## src/rtl/dsp_result_collector_if.sv

```systemverilog
// dsp_result_collector_if: slice-result input, FIFO output handshake and status bundle.
interface dsp_result_collector_if #(
  parameter int OUT_W = 18,
  parameter int DEPTH = 8
);
  localparam int CW = $clog2(DEPTH + 1);
  logic             in_valid;
  logic [47:0]      p;
  logic             carryout;
  logic             flush;
  logic [OUT_W-1:0] out_data;
  logic             out_sat;
  logic             out_carry;
  logic             out_valid;
  logic             out_ready;
  logic [CW-1:0]    count;
  logic             ovf;
  logic [15:0]      drop_cnt;
  modport master (
    output in_valid, p, carryout, flush, out_ready,
    input  out_data, out_sat, out_carry, out_valid, count, ovf, drop_cnt
  );
  modport slave (
    input  in_valid, p, carryout, flush, out_ready,
    output out_data, out_sat, out_carry, out_valid, count, ovf, drop_cnt
  );
endinterface

```

## src/rtl/dsp_result_collector.sv

```systemverilog
// dsp_result_collector: tags slice P results by latency, rounds/shifts/saturates them, and queues them in a FIFO.
module dsp_result_collector #(
  parameter int LATENCY = 4,
  parameter int SHIFT   = 4,
  parameter int OUT_W   = 18,
  parameter int DEPTH   = 8
) (
  input logic                clk,
  input logic                rst,
  dsp_result_collector_if.slave bus
);
  localparam int AW = $clog2(DEPTH);
  localparam int CW = $clog2(DEPTH + 1);
  localparam logic signed [48:0] BIAS = SHIFT > 0 ? 49'sd1 <<< (SHIFT > 0 ? SHIFT - 1 : 0) : 49'sd0;
  localparam logic signed [48:0] MAXV = (49'sd1 <<< (OUT_W - 1)) - 49'sd1;
  localparam logic signed [48:0] MINV = -(49'sd1 <<< (OUT_W - 1));
  logic [LATENCY-1:0] dl;
  logic               cap_v;
  logic signed [48:0] r;
  logic [OUT_W-1:0]   wdata;
  logic               wsat;
  logic [OUT_W-1:0]   mem_d [DEPTH];
  logic               mem_s [DEPTH];
  logic               mem_c [DEPTH];
  logic [AW-1:0]      wp, rp;
  logic [CW-1:0]      cnt;
  logic               full, pop, push, drop;
  logic [OUT_W-1:0]   last_d;
  logic               last_s, last_c;
  logic               ovf;
  logic [15:0]        drop_cnt;
  always_comb begin
    cap_v = dl[LATENCY-1];
    r     = ($signed({bus.p[47], bus.p}) + BIAS) >>> SHIFT;
    wsat  = (r > MAXV) || (r < MINV);
    wdata = r > MAXV ? MAXV[OUT_W-1:0] : r < MINV ? MINV[OUT_W-1:0] : r[OUT_W-1:0];
    full  = cnt == CW'(DEPTH);
    pop   = (cnt != '0) && bus.out_ready;
    push  = cap_v && (!full || pop);
    drop  = cap_v && full && !pop;
  end
  always_ff @(posedge clk or posedge rst) begin
    if (rst) begin
      dl       <= '0;
      wp       <= '0;
      rp       <= '0;
      cnt      <= '0;
      last_d   <= '0;
      last_s   <= 1'b0;
      last_c   <= 1'b0;
      ovf      <= 1'b0;
      drop_cnt <= '0;
    end else if (bus.flush) begin
      dl     <= '0;
      wp     <= '0;
      rp     <= '0;
      cnt    <= '0;
      last_d <= '0;
      last_s <= 1'b0;
      last_c <= 1'b0;
    end else begin
      dl  <= (dl << 1) | LATENCY'(bus.in_valid);
      wp  <= wp + AW'(push);
      rp  <= rp + AW'(pop);
      cnt <= cnt + CW'(push) - CW'(pop);
      if (pop) begin
        last_d <= mem_d[rp];
        last_s <= mem_s[rp];
        last_c <= mem_c[rp];
      end
      if (drop) begin
        ovf      <= 1'b1;
        drop_cnt <= drop_cnt + 16'(drop_cnt != 16'hFFFF);
      end
    end
  end
  // Storage needs no reset: reads are gated by occupancy.
  always_ff @(posedge clk) begin
    if (push && !bus.flush && !rst) begin
      mem_d[wp] <= wdata;
      mem_s[wp] <= wsat;
      mem_c[wp] <= bus.carryout;
    end
  end
  assign bus.out_valid = cnt != '0;
  assign bus.out_data  = bus.out_valid ? mem_d[rp] : last_d;
  assign bus.out_sat   = bus.out_valid ? mem_s[rp] : last_s;
  assign bus.out_carry = bus.out_valid ? mem_c[rp] : last_c;
  assign bus.count     = cnt;
  assign bus.ovf       = ovf;
  assign bus.drop_cnt  = drop_cnt;
endmodule

```

## src/flat_wrapper.sv

```systemverilog
// flat-port wrapper written by rule: the top's interface ports become plain ports
module dsp_result_collector_flat 
#(
  parameter int LATENCY = 4,
  parameter int SHIFT   = 4,
  parameter int OUT_W   = 18,
  parameter int DEPTH   = 8
)
  (clk, rst, bus_in_valid, bus_p, bus_carryout, bus_flush, bus_out_ready, bus_out_data, bus_out_sat, bus_out_carry, bus_out_valid, bus_count, bus_ovf, bus_drop_cnt);
  dsp_result_collector_if #(.OUT_W(OUT_W), .DEPTH(DEPTH)) bus_i ();
  input logic clk;
  input logic rst;
  input wire logic [$bits(bus_i.in_valid)-1:0] bus_in_valid;
  input wire logic [$bits(bus_i.p)-1:0] bus_p;
  input wire logic [$bits(bus_i.carryout)-1:0] bus_carryout;
  input wire logic [$bits(bus_i.flush)-1:0] bus_flush;
  input wire logic [$bits(bus_i.out_ready)-1:0] bus_out_ready;
  output wire logic [$bits(bus_i.out_data)-1:0] bus_out_data;
  output wire logic [$bits(bus_i.out_sat)-1:0] bus_out_sat;
  output wire logic [$bits(bus_i.out_carry)-1:0] bus_out_carry;
  output wire logic [$bits(bus_i.out_valid)-1:0] bus_out_valid;
  output wire logic [$bits(bus_i.count)-1:0] bus_count;
  output wire logic [$bits(bus_i.ovf)-1:0] bus_ovf;
  output wire logic [$bits(bus_i.drop_cnt)-1:0] bus_drop_cnt;
  assign bus_i.in_valid = bus_in_valid;
  assign bus_i.p = bus_p;
  assign bus_i.carryout = bus_carryout;
  assign bus_i.flush = bus_flush;
  assign bus_i.out_ready = bus_out_ready;
  assign bus_out_data = bus_i.out_data;
  assign bus_out_sat = bus_i.out_sat;
  assign bus_out_carry = bus_i.out_carry;
  assign bus_out_valid = bus_i.out_valid;
  assign bus_count = bus_i.count;
  assign bus_ovf = bus_i.ovf;
  assign bus_drop_cnt = bus_i.drop_cnt;
  dsp_result_collector #(.LATENCY(LATENCY), .SHIFT(SHIFT), .OUT_W(OUT_W), .DEPTH(DEPTH)) u_core (.clk(clk), .rst(rst), .bus(bus_i));
endmodule
```

## config.mk

```make
export PLATFORM = sky130hd
export DESIGN_NAME = dsp_result_collector_flat
export DESIGN_NICKNAME = d
export VERILOG_FILES = /design/src/rtl/dsp_result_collector_if.sv /design/src/rtl/dsp_result_collector.sv /design/src/flat_wrapper.sv
export SDC_FILE = /design/constraint.sdc
export NUM_CORES = 1
export LEC_CHECK = 0
export BUFFER_PORTS_ARGS = -buffer_cell sky130_fd_sc_hd__buf_2
export CAP_MARGIN = 20
export CORE_AREA = 5 5 127 160
export CTS_CLUSTER_SIZE = 30
export DETAILED_ROUTE_END_ITERATION = 7
export DIE_AREA = 0 0 132 165
export PLACE_DENSITY_LB_ADDON = 0.2
export SLEW_MARGIN = 20
export SYNTH_ARGS = -nofsm -noshare
export SYNTH_HDL_FRONTEND = slang
export SYNTH_SLANG_ARGS = --single-unit
```

## constraint.sdc

```tcl
create_clock -name clk -period 10.64 [get_ports clk]
set_clock_uncertainty 0.1 [all_clocks]
set_input_delay 1.596 -clock clk [delete_from_list [all_inputs] [get_ports clk]]
set_output_delay 1.596 -clock clk [all_outputs]
set_load 0.005 [all_outputs]
```

==> impl_metrics.csv, run 1 <==
group,metric,value,unit
timing,post-route-period-util,0.4639,
finish,final_cell_mix,"160 x edfxtp_1, 92 x buf_2, 87 x nor2_1, 50 x dfrtp_1, 48 x a21oi_1",
timing,finalSetupTns,0,ps
timing,setup_viol,0,
pwr,p_leak,4.047,nW
grt,grt_start_max_net_pins,52,
critical_path,critPathKind,"in2reg",
route,vias,6673,
critical_path,crit_fanout,15,
floorplan,die_area,21780,um2
cts,cts_tree,"yes",
floorplan,dieHeight,165,um
route,first_iter_violations,367,
critical_path,cp-end-kind,"flop",
critical_path,cp_top_family,"simple AND/OR/NAND/NOR gates",
cts,clock_sinks,211,
critical_path,crit_slowest_cell,"nor4_2",
finish,multi_input_area,3766,um2
placement,portBuffers,92,
outcome,outcome,"completed",
timing,tightestPinTransition,1035,ps
placement,place_inst,1058,
cts,cts_setup_buffers,0,
route,route.detailed.drc,0,
synth,yosysWarnings,0,
route,wl_per_cell,20.32,um
grt,grt_pass1_vias,6755,
cts,clk_latency,490,ps
grt,grtUsageTotal,0.2047,
placement,postPlaceCellArea,10770,um2
floorplan,core,18570,um2
floorplan,die_w,132,um
synth,synth_nets,826,
placement,place_ws,5137,ps
finish,final_cell_count_no_fill,1094,
synth,synth_area_leaders,"edfxtp_1 48%, dfrtp_1 13%, mux4_2 9.0%",
route,dr.pass1.iters,4,
worst_hold_path,hold_path_class,"reg2reg",
grt,overflow,0,
cts,clock_path_buffers,3,
critical_path,crit_buf_inv,1,
timing,fin_ws,5704,ps
finish,regArea,6082,um2
synth,syn_area_per_cell,13.26,um2
critical_path,slowest_delay,880,ps
finish,n_fill_cell,1414,
synth,ys_async_sr_fraction,0.2417,
route,ant_nets,0,
critical_path,start_kind,"input port",
finish,finalNetCount,917,
route,vias_per_cell,6.100,
finish,n_antenna_cell,0,
critical_path,path_common_cell,"nand4_1",
finish,final_cell_area,11400,um2
run,maxCapViolCount,0,
pwr,ir_drop,0.1140,mV
cts,path_clk_slew,60,ps
synth,synth_area,10050,um2
floorplan,placementRows,56,
route,totalWireLength,22.23,mm
grt,antenna_found_initial,0,
finish,layout_commonest_cell,"edfxtp_1",
synth,synth_cell_types,54,
critical_path,arrival,4990,ps
placement,gp_congestion,0.9681,
timing,min_period,4936,ps
timing,max_slew_margin,0.3051,
placement,dpl.hpwl,15.18,mm
synth,ys_ff_latch,211,
synth,ys.flop_type,"edfxtp_1",
synth,synth.largest_area_cell,"edfxtp_1",
floorplan,initial_utilization,0.5414,
critical_path,required,10690,ps
finish,drive_gt1_frac,0.2216,
synth,synth_top_area_share,0.4779,
timing,rsz0062_at_grt,"no",
cts,cts_resized,0,
timing,fmax,0.2026,GHz
synth,ys_seq_area_frac,0.6049,
cts,cts_buffers,20,
pwr,powerDensity,195.0,nW/um2
timing,finalMaxSlewViolations,0,
cts,htree_levels,1,
cts,cts_hold_buf,0,
cts,cts_root_buffer,"clkbuf_16",
critical_path,cp_cell_sequence,"buf_2 > nand4_1 > nor4_2 > nand4_1 > xnor2_1 > a21oi_1 > nand4_1 > nor3_1 > a21oi_1",
finish,area_growth,13.37,%
timing,final_hold_viol_count,0,
synth,synthCells,758,
synth,synth_edf_count,160,
finish,finish.utilization,0.6138,
floorplan,io-pin-count,96,
grt,grt_pass1_wl,35.86,mm
-- worst register-to-register path, stage by stage (launching register included) --
cell and delay [ps]:
dfrtp_1 340, inv_1 70, ha_1 190, nand2_1 340, buf_4 370, and2_1 180
buf_4 370, nor2_1 170, nor4b_1 440, nand2b_1 240, nor2_1 170, buf_4 350
-- cell families (layout without fill, tap and decap cells) --
group / count (synthesis) / after routing / synth area share
AND/OR/NAND/NOR: 274 / 274 / 0.1420
buffers and inverters: 53 / 157 / 0.02178
adder cells (fa/ha/maj): 14 / 14 / 0.01817
multiplexers: 66 / 66 / 0.1160
AO/OA/AOI/OAI: 94 / 94 / 0.05713
flip-flops: 211 / 211 / 0.6049
XOR/XNOR: 46 / 46 / 0.04008
-- path summary, 6_finish.rpt --
path | from | to | slack [ps] | depth (start not counted)
min reg2reg | u_core.bus.ovf | u_core.bus.ovf | 380 | 1
min in group asynchronous | rst | u_core.bus.count[3] | 1160 | 2
max in group asynchronous | rst | u_core.rp[0] | 8710 | 2
max reg2reg | u_core.bus.count[2] | u_core.mem_d[6][5] | 6950 | 11
min | u_core.bus.ovf | u_core.bus.ovf | 380 | 1
max | bus_p[13] | u_core.mem_d[6][14] | 5700 | 9
-- metal layers --
metal | global-route usage | vias up | wire (um)
met3 | 0.02895 | 56 | 1367
met4 | 0.07156 | 0 | 715
met5 | 0 | - | 0
li1 | - | 3092 | -
met1 | 0.2563 | 3265 | 8864
met2 | 0.3657 | 260 | 11280
-- through the flow --
step	hold slack, ps	total power [W]
after floorplan	338.5	0.001377
after global placement	344.0	0.001557
after detailed placement	357.8	0.001580
after CTS	382.8	0.002251
after global routing	402.0	0.002349
final	379.1	0.002223
-- area by class of cell --
class                           count  share of cell area
Clock buffer                       28             0.04841
Clock inverter                      7            0.006038
Inverter                           13            0.004391
Multi-Input combinational cell    494              0.3304
Sequential cell                   211              0.5336
Tap cell                          232             0.02547
Timing Repair Buffer              109             0.05160
-- Yosys cell counts, types with 4 or more instances --
library cell and n:
inv_1 13, nor2_1 88, nand2b_1 5, nand3_1 27
and3_1 7, a211oi_1 21, nor2b_1 11, o21ai_0 5
and2_1 4, nand2_1 36, mux2i_1 22, buf_1 7
xnor2_1 33, xor2_1 13, or4_1 4, nor4_1 21
or3_1 7, edfxtp_1 160, a21oi_1 48, mux4_2 40
buf_2 4, nor3_1 15, nand4_1 28, clkbuf_1 27
dfrtp_1 51, ha_1 13, and4_1 5, mux2_2 4
-- where the power goes --
| group | internal [W] | switching [W] | leakage [nW] |
|---|---|---|---|
| registers | 0.000925 | 0.0000222 | 2.14 |
| logic | 0.000273 | 0.000333 | 1.61 |
| clock network | 0.000388 | 0.000282 | 0.299 |
| total | 0.00159 | 0.000637 | 4.05 |
-- sequential cells by signal, summed over array words and instances, names as in the netlist, 3 cells and up --
| register | cells |
|---|---|
| u_core.mem_d | 144 |
| u_core.dl | 4 |
| u_core.bus.drop_cnt | 16 |
| u_core.rp | 3 |
| u_core.wp | 3 |
| u_core.mem_c | 8 |
| u_core.mem_s | 8 |
| u_core.last_d | 18 |
| u_core.bus.count | 4 |
Power figures use the tool's default switching activity.
==> inputs of run 2 (changes only) <==
- CORE_AREA: 5 5 127 160 -> 5 5 129 161
- DIE_AREA: 0 0 132 165 -> 0 0 134 166
- clock period: 10.64 -> 4.48 ns (I/O delays scaled with it)
==> impl_metrics.csv, run 2 (synthesized netlist as in run 1, its figures left out) <==
group,metric,value,unit
run,maxCapViolCount,0,
grt,grt_pass1_wl,35.42,mm
critical_path,slowest_delay,750,ps
timing,finalSetupTns,0,ps
placement,dpl.hpwl,15.43,mm
critical_path,arrival,2790,ps
critical_path,r2r_slack,1110,ps
cts,cts_setup_buffers,0,
pwr,p_switching,0.001495,W
finish,n_antenna_cell,0,
placement,postPlaceCellArea,10880,um2
critical_path,r2r_cells,11,
critical_path,reg2reg_from,"u_core.bus.count[2]",
route,vias,6643,
grt,overflow,0,
floorplan,initial_utilization,0.5240,
finish,finalNetCount,929,
worst_hold_path,hold_path_class,"in2async",
cts,path_clk_slew,70,ps
cts,cts_tree,"yes",
critical_path,required,3710,ps
route,ant_nets,0,
pwr,clkPwrFrac,0.295,
finish,n_fill_cell,1481,
finish,largest_register,"u_core.mem_d",
cts,cts_buffers,19,
finish,drive_gt1_frac,0.2314,
critical_path,crit_buf_inv,2,
timing,rsz0062_at_grt,"no",
timing,max_slew_margin,0.4099,
pwr,ir_drop,0.4011,mV
critical_path,crit_start,"u_core.rp[0]",
route,route.detailed.drc,0,
pwr,p_leak,4.094,nW
timing,finalMaxSlewViolations,0,
pwr,p_comb_frac,0.265,
timing,tightestPinTransition,885.2,ps
pwr,sw_frac_of_total,0.2851,
cts,clock_sinks,211,
floorplan,placementRows,57,
pwr,powerDensity,457.3,nW/um2
cts,clock_path_buffers,3,
finish,area_growth,14.08,%
critical_path,cp_cell_sequence,"buf_4 > mux4_2 > mux2i_1 > a21oi_1 > buf_2",
cts,cts_hold_buf,0,
floorplan,die_w,134,um
route,totalWireLength,22.11,mm
floorplan,core,19180,um2
critical_path,cp-end-kind,"output port",
pwr,internal_power,0.003749,W
pwr,seq_power_share,0.439,
floorplan,io-pin-count,96,
cts,cts_root_buffer,"clkbuf_16",
cts,clk_latency,480,ps
route,vias_per_cell,5.990,
outcome,outcome,"completed",
finish,top_regs,"u_core.mem_d (144), u_core.last_d (18), u_core.bus.drop_cnt (16)",
timing,setup_viol,0,
critical_path,crit_fanout,17,
floorplan,dieHeight,166,um
placement,gp_congestion,0.9755,
grt,grt_start_max_net_pins,52,
timing,min_period,3563,ps
timing,final_hold_viol_count,0,
grt,antenna_found_initial,0,
grt,grtUsageTotal,0.1992,
route,dr.pass1.iters,5,
route,first_iter_violations,445,
critical_path,start_kind,"flop",
finish,final_cell_area,11470,um2
timing,post-route-period-util,0.7953,
critical_path,worst_r2r_endpoint,"u_core.mem_d[0][16]",
cts,htree_levels,1,
critical_path,critPathKind,"reg2out",
placement,portBuffers,92,
finish,largest_reg_flops,144,
critical_path,cp_top_family,"multiplexers",
grt,grt_pass1_vias,6689,
cts,cts_resized,0,
finish,final_cell_mix,"160 x edfxtp_1, 92 x buf_2, 88 x nor2_1, 50 x dfrtp_1, 48 x a21oi_1",
critical_path,crit_slowest_cell,"dfrtp_2",
finish,layout_commonest_cell,"edfxtp_1",
floorplan,die_area,22240,um2
timing,fmax,0.2807,GHz
route,wl_per_cell,19.94,um
-- run 2: worst max-delay path by stage --
stage | to | cells after the start | slack [ps]
3_5_place_dp | u_core.mem_d[5][14] | 10 | 490
2_1_floorplan | u_core.mem_c[1] | 9 | 970
5_1_grt | u_core.mem_d[0][14] | 11 | 660
6_report | bus_out_data[12] | 5 | 920
4_1_cts | bus_out_data[12] | 5 | 840
3_3_place_gp | u_core.mem_d[4][14] | 10 | 570
-- run 2: power by group through the flow --
stage                     sequential (W)  clock (W)  combinational [W]
after floorplan                  0.00228          0           0.000991
after global placement           0.00234          0            0.00137
after detailed placement         0.00235          0            0.00141
after CTS                        0.00231    0.00159            0.00141
after global routing             0.00232    0.00167            0.00157
final                            0.00230    0.00155            0.00139
-- run 2: worst reg2reg max path, stage by stage, from the launching register on --
cell and delay (ps):
dfrtp_1 350, inv_1 80, ha_1 200, nand2_1 50, buf_4 350, and2_1 190
buf_4 370, nor2_1 190, nor4b_1 420, nand2b_1 220, nor3_2 140, buf_4 360
-- run 2: area by class of cell --
class	count	area, um2	share of cell area
Sequential cell	211	6082	0.5303
Multi-Input combinational cell	494	3764	0.3282
Timing Repair Buffer	122	685.7	0.05979
Clock buffer	23	490.5	0.04277
Tap cell	236	295.3	0.02575
Clock inverter	10	101.3	0.008837
Inverter	13	50.05	0.004364
-- run 2: layer usage --
metal	GRT usage	wire length (um)
met3	0.02182	1155
met5	0	0
met1	0.2614	8909
met4	0.05817	528
met2	0.3510	11510
-- run 2: metrics by stage --
stage,worst slack [ps],util,cells,power (W),hold slack [ps]
final,916.9,0.5978,1109,0.005244,247.7
after global routing,658.9,0.5978,1109,0.005569,324.8
after CTS,835.3,0.5977,1109,0.005306,315.4
after detailed placement,489.1,0.5669,1076,0.003755,353.2
after global placement,569.2,0.5669,1076,0.003713,345.4
after floorplan,970.3,-,758,0.003271,338.5
